File: config.mk
export PLATFORM = sky130hd
export DESIGN_NAME = blake2_msg_mgr_flat
export DESIGN_NICKNAME = d
export VERILOG_FILES = /design/src/rtl/blake2_msg_mgr_pkg.sv /design/src/rtl/blake2_msg_mgr_if.sv /design/src/rtl/blake2_msg_mgr_digest_ser.sv /design/src/rtl/blake2_msg_mgr.sv /design/src/flat_wrapper.sv
export SDC_FILE = /design/constraint.sdc
export NUM_CORES = 2
export LEC_CHECK = 0
export BUFFER_PORTS_ARGS = -buffer_cell sky130_fd_sc_hd__clkbuf_2
export CORE_AREA = 2 2 340 342
export CTS_CLUSTER_DIAMETER = 120
export CTS_CLUSTER_SIZE = 14
export DETAILED_ROUTE_END_ITERATION = 7
export DIE_AREA = 0 0 342 344
export HOLD_SLACK_MARGIN = 0.02
export MAX_ROUTING_LAYER = met4
export PLACE_DENSITY = 0.57
export SKIP_CTS_REPAIR_TIMING = 1
export SLEW_MARGIN = 20
export SYNTH_ARGS = -nofsm -noshare
export SYNTH_HDL_FRONTEND = slang
export SYNTH_SLANG_ARGS = --single-unit
File: constraint.sdc
create_clock -name clk -period 3.68 [get_ports clk]
set_input_delay 0.92 -clock clk [delete_from_list [all_inputs] [get_ports clk]]
set_output_delay 0.92 -clock clk [all_outputs]
set_load 0.02 [all_outputs]
File: src/rtl/blake2_msg_mgr_pkg.sv
// Shared BLAKE2 definitions: FSM states, block geometry, IVs.
// Word width selects BLAKE2s (32) or BLAKE2b (64).
package blake2_pkg;

  typedef enum logic [2:0] {
    IDLE,
    FILL,
    HOLD,
    ISSUE,
    WAIT_H,
    DRAIN
  } state_t;

  localparam int W_S = 32;
  localparam int W_B = 64;

  localparam logic [255:0] IV_S = {
    32'h5BE0CD19, 32'h1F83D9AB,
    32'h9B05688C, 32'h510E527F,
    32'hA54FF53A, 32'h3C6EF372,
    32'hBB67AE85, 32'h6A09E667
  };

  localparam logic [511:0] IV_B = {
    64'h5BE0CD19137E2179,
    64'h1F83D9ABFB41BD6B,
    64'h9B05688C2B3E6C1F,
    64'h510E527FADE682D1,
    64'hA54FF53A5F1D36F1,
    64'h3C6EF372FE94F82B,
    64'hBB67AE8584CAA73B,
    64'h6A09E667F3BCC908
  };

  function automatic int block_bytes(int w);
    return 2 * w;
  endfunction

  function automatic bit w_legal(int w);
    return (w == W_S) || (w == W_B);
  endfunction

endpackage

File: src/rtl/blake2_msg_mgr_if.sv
// Byte-in / block-out / digest-out bundle of the message manager.
// slave = manager side, master = byte source, core and sink.
interface blake2_msg_mgr_if #(
  parameter int W = 32
);
  logic              start;
  logic [7:0]        din;
  logic              din_valid;
  logic              din_ready;
  logic              finish;
  logic              blk_valid;
  logic              blk_ready;
  logic [16*W-1:0]   m_out;
  logic [2*W-1:0]    t_out;
  logic              f_out;
  logic [8*W-1:0]    h_in;
  logic              h_valid;
  logic [7:0]        dout;
  logic              dout_valid;
  logic              dout_ready;
  logic              dout_last;
  logic              busy;

  modport slave (
    input  start, din, din_valid, finish,
    input  blk_ready, h_in, h_valid, dout_ready,
    output din_ready, blk_valid, m_out, t_out,
    output f_out, dout, dout_valid, dout_last, busy
  );

  modport master (
    output start, din, din_valid, finish,
    output blk_ready, h_in, h_valid, dout_ready,
    input  din_ready, blk_valid, m_out, t_out,
    input  f_out, dout, dout_valid, dout_last, busy
  );

endinterface

File: src/rtl/blake2_msg_mgr_digest_ser.sv
// Digest serializer: holds the chaining value and
// shifts out OUT_BYTES bytes, LSB first, under backpressure.
module blake2_digest_ser #(
  parameter int W         = 32,
  parameter int OUT_BYTES = W
) (
  input  logic           clk,
  input  logic           rst_n,
  input  logic           clr,
  input  logic           load,
  input  logic [8*W-1:0] h_in,
  input  logic           dout_ready,
  output logic [7:0]     dout,
  output logic           dout_valid,
  output logic           dout_last,
  output logic           done
);

  localparam int OW = $clog2(W + 1);

  logic [8*W-1:0] h;
  logic [OW-1:0]  ocnt;

  assign dout       = h[7:0];
  assign dout_valid = (ocnt != '0);
  assign dout_last  = (ocnt == OW'(1));
  assign done       = dout_valid && dout_ready && dout_last;

  always_ff @(posedge clk or negedge rst_n) begin
    if (!rst_n) begin
      h    <= '0;
      ocnt <= '0;
    end else if (clr) begin
      h    <= '0;
      ocnt <= '0;
    end else if (load) begin
      h    <= h_in;
      ocnt <= OW'(OUT_BYTES);
    end else if (dout_valid && dout_ready) begin
      h    <= h >> 8;
      ocnt <= ocnt - OW'(1);
    end
  end

endmodule

File: src/rtl/blake2_msg_mgr.sv
// BLAKE2 message manager: packs bytes into blocks with t/f,
// hands them to the core, then streams the truncated digest.
module blake2_msg_mgr
  import blake2_pkg::*;
#(
  parameter int W         = 32,
  parameter int OUT_BYTES = W
) (
  input logic            clk,
  input logic            rst_n,
  blake2_msg_mgr_if.slave bus
);

  localparam int BB = block_bytes(W);
  localparam int CW = $clog2(BB) + 1;
  localparam logic [CW-1:0]  C_ONE  = CW'(1);
  localparam logic [CW-1:0]  C_LAST = CW'(BB - 1);
  localparam logic [2*W-1:0] T_ONE  = (2*W)'(1);

  state_t          state;
  logic [16*W-1:0] m;
  logic [2*W-1:0]  t;
  logic            f;
  logic [CW-1:0]   cnt;
  logic [7:0]      skid;
  logic            skid_full;
  logic            fin_pend;
  logic            acc;
  logic            h_load;
  logic            drained;

  // no new bytes once a latched finish is waiting
  assign bus.din_ready = (state == FILL && !fin_pend) ||
                         (state == HOLD && !skid_full);
  assign acc           = bus.din_valid && bus.din_ready;
  assign h_load        = (state == WAIT_H) && bus.h_valid && !bus.start;
  assign bus.blk_valid = (state == ISSUE);
  assign bus.m_out     = m;
  assign bus.t_out     = t;
  assign bus.f_out     = f;
  assign bus.busy      = (state != IDLE);

  blake2_digest_ser #(
    .W         (W),
    .OUT_BYTES (OUT_BYTES)
  ) u_ser (
    .clk        (clk),
    .rst_n      (rst_n),
    .clr        (bus.start),
    .load       (h_load),
    .h_in       (bus.h_in),
    .dout_ready (bus.dout_ready),
    .dout       (bus.dout),
    .dout_valid (bus.dout_valid),
    .dout_last  (bus.dout_last),
    .done       (drained)
  );

  always_ff @(posedge clk or negedge rst_n) begin
    if (!rst_n) begin
      state     <= IDLE;
      m         <= '0;
      t         <= '0;
      f         <= 1'b0;
      cnt       <= '0;
      skid      <= '0;
      skid_full <= 1'b0;
      fin_pend  <= 1'b0;
    end else if (bus.start) begin
      state     <= FILL;
      m         <= '0;
      t         <= '0;
      f         <= 1'b0;
      cnt       <= '0;
      skid      <= '0;
      skid_full <= 1'b0;
      fin_pend  <= 1'b0;
    end else begin
      unique case (state)
        IDLE: ;
        FILL: begin
          if (acc) begin
            m[8*int'(cnt) +: 8] <= bus.din;
            cnt <= cnt + C_ONE;
            t   <= t + T_ONE;
          end
          if (bus.finish || fin_pend) begin
            f        <= 1'b1;
            fin_pend <= 1'b0;
            state    <= ISSUE;
          end else if (acc && cnt == C_LAST) begin
            state <= HOLD;
          end
        end
        HOLD: begin
          // a byte here proves the full block is not final
          if (acc) begin
            skid      <= bus.din;
            skid_full <= 1'b1;
            fin_pend  <= bus.finish;
            state     <= ISSUE;
          end else if (bus.finish) begin
            f     <= 1'b1;
            state <= ISSUE;
          end
        end
        ISSUE: begin
          if (bus.blk_ready) begin
            m         <= '0;
            cnt       <= '0;
            skid_full <= 1'b0;
            if (skid_full) begin
              m[7:0] <= skid;
              cnt    <= C_ONE;
              t      <= t + T_ONE;
            end
            state <= f ? WAIT_H : FILL;
          end
        end
        WAIT_H: begin
          if (bus.h_valid) state <= DRAIN;
        end
        DRAIN: begin
          if (drained) state <= IDLE;
        end
        default: state <= IDLE;
      endcase
    end
  end

endmodule
File: src/flat_wrapper.sv
// flat-port wrapper written by rule: the top's interface ports become plain ports
module blake2_msg_mgr_flat import blake2_pkg::*;
#(
  parameter int W         = 32,
  parameter int OUT_BYTES = W
)
  (clk, rst_n, bus_start, bus_din, bus_din_valid, bus_finish, bus_blk_ready, bus_h_in, bus_h_valid, bus_dout_ready, bus_din_ready, bus_blk_valid, bus_m_out, bus_t_out, bus_f_out, bus_dout, bus_dout_valid, bus_dout_last, bus_busy);
  blake2_msg_mgr_if #(.W(W)) bus_i ();
  input logic clk;
  input logic rst_n;
  input wire logic [$bits(bus_i.start)-1:0] bus_start;
  input wire logic [$bits(bus_i.din)-1:0] bus_din;
  input wire logic [$bits(bus_i.din_valid)-1:0] bus_din_valid;
  input wire logic [$bits(bus_i.finish)-1:0] bus_finish;
  input wire logic [$bits(bus_i.blk_ready)-1:0] bus_blk_ready;
  input wire logic [$bits(bus_i.h_in)-1:0] bus_h_in;
  input wire logic [$bits(bus_i.h_valid)-1:0] bus_h_valid;
  input wire logic [$bits(bus_i.dout_ready)-1:0] bus_dout_ready;
  output wire logic [$bits(bus_i.din_ready)-1:0] bus_din_ready;
  output wire logic [$bits(bus_i.blk_valid)-1:0] bus_blk_valid;
  output wire logic [$bits(bus_i.m_out)-1:0] bus_m_out;
  output wire logic [$bits(bus_i.t_out)-1:0] bus_t_out;
  output wire logic [$bits(bus_i.f_out)-1:0] bus_f_out;
  output wire logic [$bits(bus_i.dout)-1:0] bus_dout;
  output wire logic [$bits(bus_i.dout_valid)-1:0] bus_dout_valid;
  output wire logic [$bits(bus_i.dout_last)-1:0] bus_dout_last;
  output wire logic [$bits(bus_i.busy)-1:0] bus_busy;
  assign bus_i.start = bus_start;
  assign bus_i.din = bus_din;
  assign bus_i.din_valid = bus_din_valid;
  assign bus_i.finish = bus_finish;
  assign bus_i.blk_ready = bus_blk_ready;
  assign bus_i.h_in = bus_h_in;
  assign bus_i.h_valid = bus_h_valid;
  assign bus_i.dout_ready = bus_dout_ready;
  assign bus_din_ready = bus_i.din_ready;
  assign bus_blk_valid = bus_i.blk_valid;
  assign bus_m_out = bus_i.m_out;
  assign bus_t_out = bus_i.t_out;
  assign bus_f_out = bus_i.f_out;
  assign bus_dout = bus_i.dout;
  assign bus_dout_valid = bus_i.dout_valid;
  assign bus_dout_last = bus_i.dout_last;
  assign bus_busy = bus_i.busy;
  blake2_msg_mgr #(.W(W), .OUT_BYTES(OUT_BYTES)) u_core (.clk(clk), .rst_n(rst_n), .bus(bus_i));
endmodule
==> reports/results.ini <==
[global_route]
grt_max_degree=171
globalRouteTotalUtil_pct=27.25
antenna_found_initial=13
first_global_vias=33519
overflow=0
grt_pass1_wl_mm=233.6

[yosys]
synth_cell_types=81
yosysSeqAreaShare_pct=55.26
synth_ff_type=dfrtp_1
synth.cell_area_sq_mm=0.03890
yosys-top-cells-area=dfrtp_1 (55%), nand2_1 (7.1%), a311oi_1 (5.6%)
yosysWarnings=0
synth.ff_latch_count=859
netlist.area_leader.share_pct=55.26
yosysMostFrequentCell=dfrtp_1
synthesis.nets=4140
avgSynthCellArea_sq_um=10.07
synth-edff-count=0
async_flop_share_pct=100.0
postSynthCellCount=3861
synthTopCellsByCount=dfrtp_1 (859), nand2_1 (733), nor2_1 (333)
yosys.area.top_type=dfrtp_1

[finish]
fin_util_pct=41.63
fillers=11382
multi_input_area_sq_mm=0.01591
layout.cells.non_filler=6145
syn2layout_area_growth_pct=21.88
drive_gt1_share_pct=26.41
nets=4890
seqCellArea_sq_mm=0.02150
design_area_sq_mm=0.04741

[sta]
slew_headroom_pct=26.80
fmax_ghz=0.2876
finalHoldViolations=0
tns_ns=0
setup_viol=0
final.min_clock_period_ns=3.477
grt_setup_unrepaired=yes
hold_slack_ns=0.2293
maxSlewViolCount=0
worst_slack_ns=0.2031
tightest_slew_ns=1.093
min_period_over_period_pct=94.48
skew_ns=0.04267

[setup_path]
crit_required_ns=4.21
rr_startpoint=u_core.cnt[1]$_DFFE_PN0P_
arrival_ns=4.00
slowest_delay_ns=0.75
crit_top_cell=ha_1
crit_chain=inv_1 -> ha_1 -> nand2b_1 -> nor4_1 -> ha_1 -> o221a_2 -> nand3_2 -> or3_1 -> mux2i_1
cp_max_fo=14
ff2ff_path_depth=9
ff2ff_setup_slack_ns=0.20
slowest_stage=or3_1
r2r-end=u_core.bus.m_out[30]$_DFFE_PN0P_
crit_type=reg -> reg
startpoint_type=flop
endpoint_kind=flop

[clocking]
cts_tree=yes
numCtsBuffers=72
cts-root-buf=clkbuf_16
cts_max_level=3
clk_path_buf_depth=3
clk_pin_slew_ns=0.09
clock-sinks=859
insertion_delay_ns=0.68

[floorplanning]
rows=124
die_area_sq_mm=0.1176
num_io_pins=862
start_util_pct=34.16
die_x_um=342
fp.dieH_um=344
core_sq_mm=0.1139

[detailed_routing]
avgRoutedWirePerCell_um=26.39
first_pass_iters=5
drtAntennaViolNets=0
vias=35585
vias_per_cell=5.791
drtIter0Drc=3713
drt-total-wl_mm=162.2
drc_errors=0

[power]
pwr-share-clk_pct=30.9
p_total_mw=23.66
p_switching_mw=8.741
power_density_mw_per_mm2=499.0
p_sw_share_pct=36.95
ir_worst_vdd_mv=0.7677
power_frac_seq_pct=41.8
leakage_nw=21.55
p_comb_share_pct=27.3
p_int_mw=14.91

[place]
pre_cts_ws_ns=0.1059
place_hpwl_mm=116.4
placed_area_sq_mm=0.04538
port_buffers=861
dp.cells=6049
gp_congestion=0.9204

[outcome]
outcome=finished, final reports clean

[hold_path]
hp-class=in -> async

[job]
cap_violations=0

worst max-delay path by stage:
stage                                                   to  cells after the start                      start  slack, ns
after floorplan            u_core.bus.m_out[0]$_DFFE_PN0P_                     13  u_core.cnt[0]$_DFFE_PN0P_      0.006
after global placement    u_core.bus.m_out[89]$_DFFE_PN0P_                      7              bus_din_valid       0.14
final                     u_core.bus.m_out[30]$_DFFE_PN0P_                      9  u_core.cnt[1]$_DFFE_PN0P_       0.20
after CTS                 u_core.bus.m_out[89]$_DFFE_PN0P_                      9  u_core.cnt[1]$_DFFE_PN0P_       0.21
after global routing      u_core.bus.m_out[85]$_DFFE_PN0P_                     10  u_core.cnt[0]$_DFFE_PN0P_      -0.06
after detailed placement  u_core.bus.m_out[89]$_DFFE_PN0P_                      7              bus_din_valid       0.11
cells in the final DEF, fill, tap and decap left out, types with 11 or more instances in the layout:
cell type    n
clkbuf_2   859
dfrtp_1    859
nand2_1    733
nor2_1     331
a311oi_1   248
o21ai_0    182
o211ai_1   176
buf_4      154
a22o_1     118
mux2i_1     77
clkbuf_16   73
a32o_1      63
nand3_1     57
a21oi_1     56
o31ai_1     48
inv_1       38
o2bb2ai_1   36
nand4_1     33
nor3_1      31
a31oi_1     24
xor2_1      23
or4_1       23
buf_12      23
or3_1       22
and3_1      21
o41ai_1     18
a31o_2      18
o2111ai_1   17
mux2_2      17
o31a_1      16
diode_2     13
nor4_1      13
and2_1      13
or2_2       13
nor2b_1     12
nor3_2      11
critical path: cells and delay by family, from the launching register on:
kind            cells  cell delay [ns]
simple gates        4             1.42
fa+ha+maj           2             0.62
flops               1             0.54
compound gates      1             0.44
mux                 1             0.21
buf+inv             1             0.08
kinds of logic (layout without fill, tap and decap cells):
logic type               after synthesis  count (layout)  share of synthesized area, %
AO/OA/AOI/OAI                       1102            1102                         21.88
XOR/XNOR                              33              33                        0.7624
adder cells (fa/ha/maj)                7               7                        0.2252
buffers and inverters                401            1160                         4.050
flip-flops                           859             859                         55.26
multiplexers                          94              94                         2.474
other                                  0              13                             0
AND/OR/NAND/NOR                     1365            1365                         15.35
per-layer routing:
layer  wire, um  vias up  part of all wire [%]  global-route usage, %
li1           -    15700                     -                      -
met1      66550    18150                    41                  34.96
met2      75970     1436                    47                  41.48
met3      11860      299                   7.3                  5.853
met4       7791        0                   4.8                  12.02
met5          0        -                     0                      -
registers in the layout, indices dropped and copies added (netlist names):
name	cells
u_core.bus.m_out	512
u_core.u_ser.h	256
u_core.bus.t_out	64
u_core.skid	8
u_core.cnt	7
u_core.u_ser.ocnt	6
u_core.state	3
u_core.bus.f_out	1
u_core.fin_pend	1
u_core.skid_full	1
area by class of cell:
cell class / count / share of cell area, %
multi-input cells: 2601 / 33.57
well taps: 1512 / 3.991
diodes: 13 / 0.06862
repair buffers: 1038 / 12.54
clock inverters: 9 / 0.2956
clock buffers: 74 / 3.883
inverters: 39 / 0.3088
flip-flops and latches: 859 / 45.34
power groups by stage:
stage               logic [mW]  registers [mW]  clock network [mW]
detailed placement        6.37            10.0                   0
finish                    6.47            9.88                7.31
global route              6.89            9.90                7.79
CTS                       6.39            9.87                7.47
floorplan                 3.63            10.0                   0
global placement          6.39            10.0                   0
Note: power is estimated with default switching activity, not from simulation.
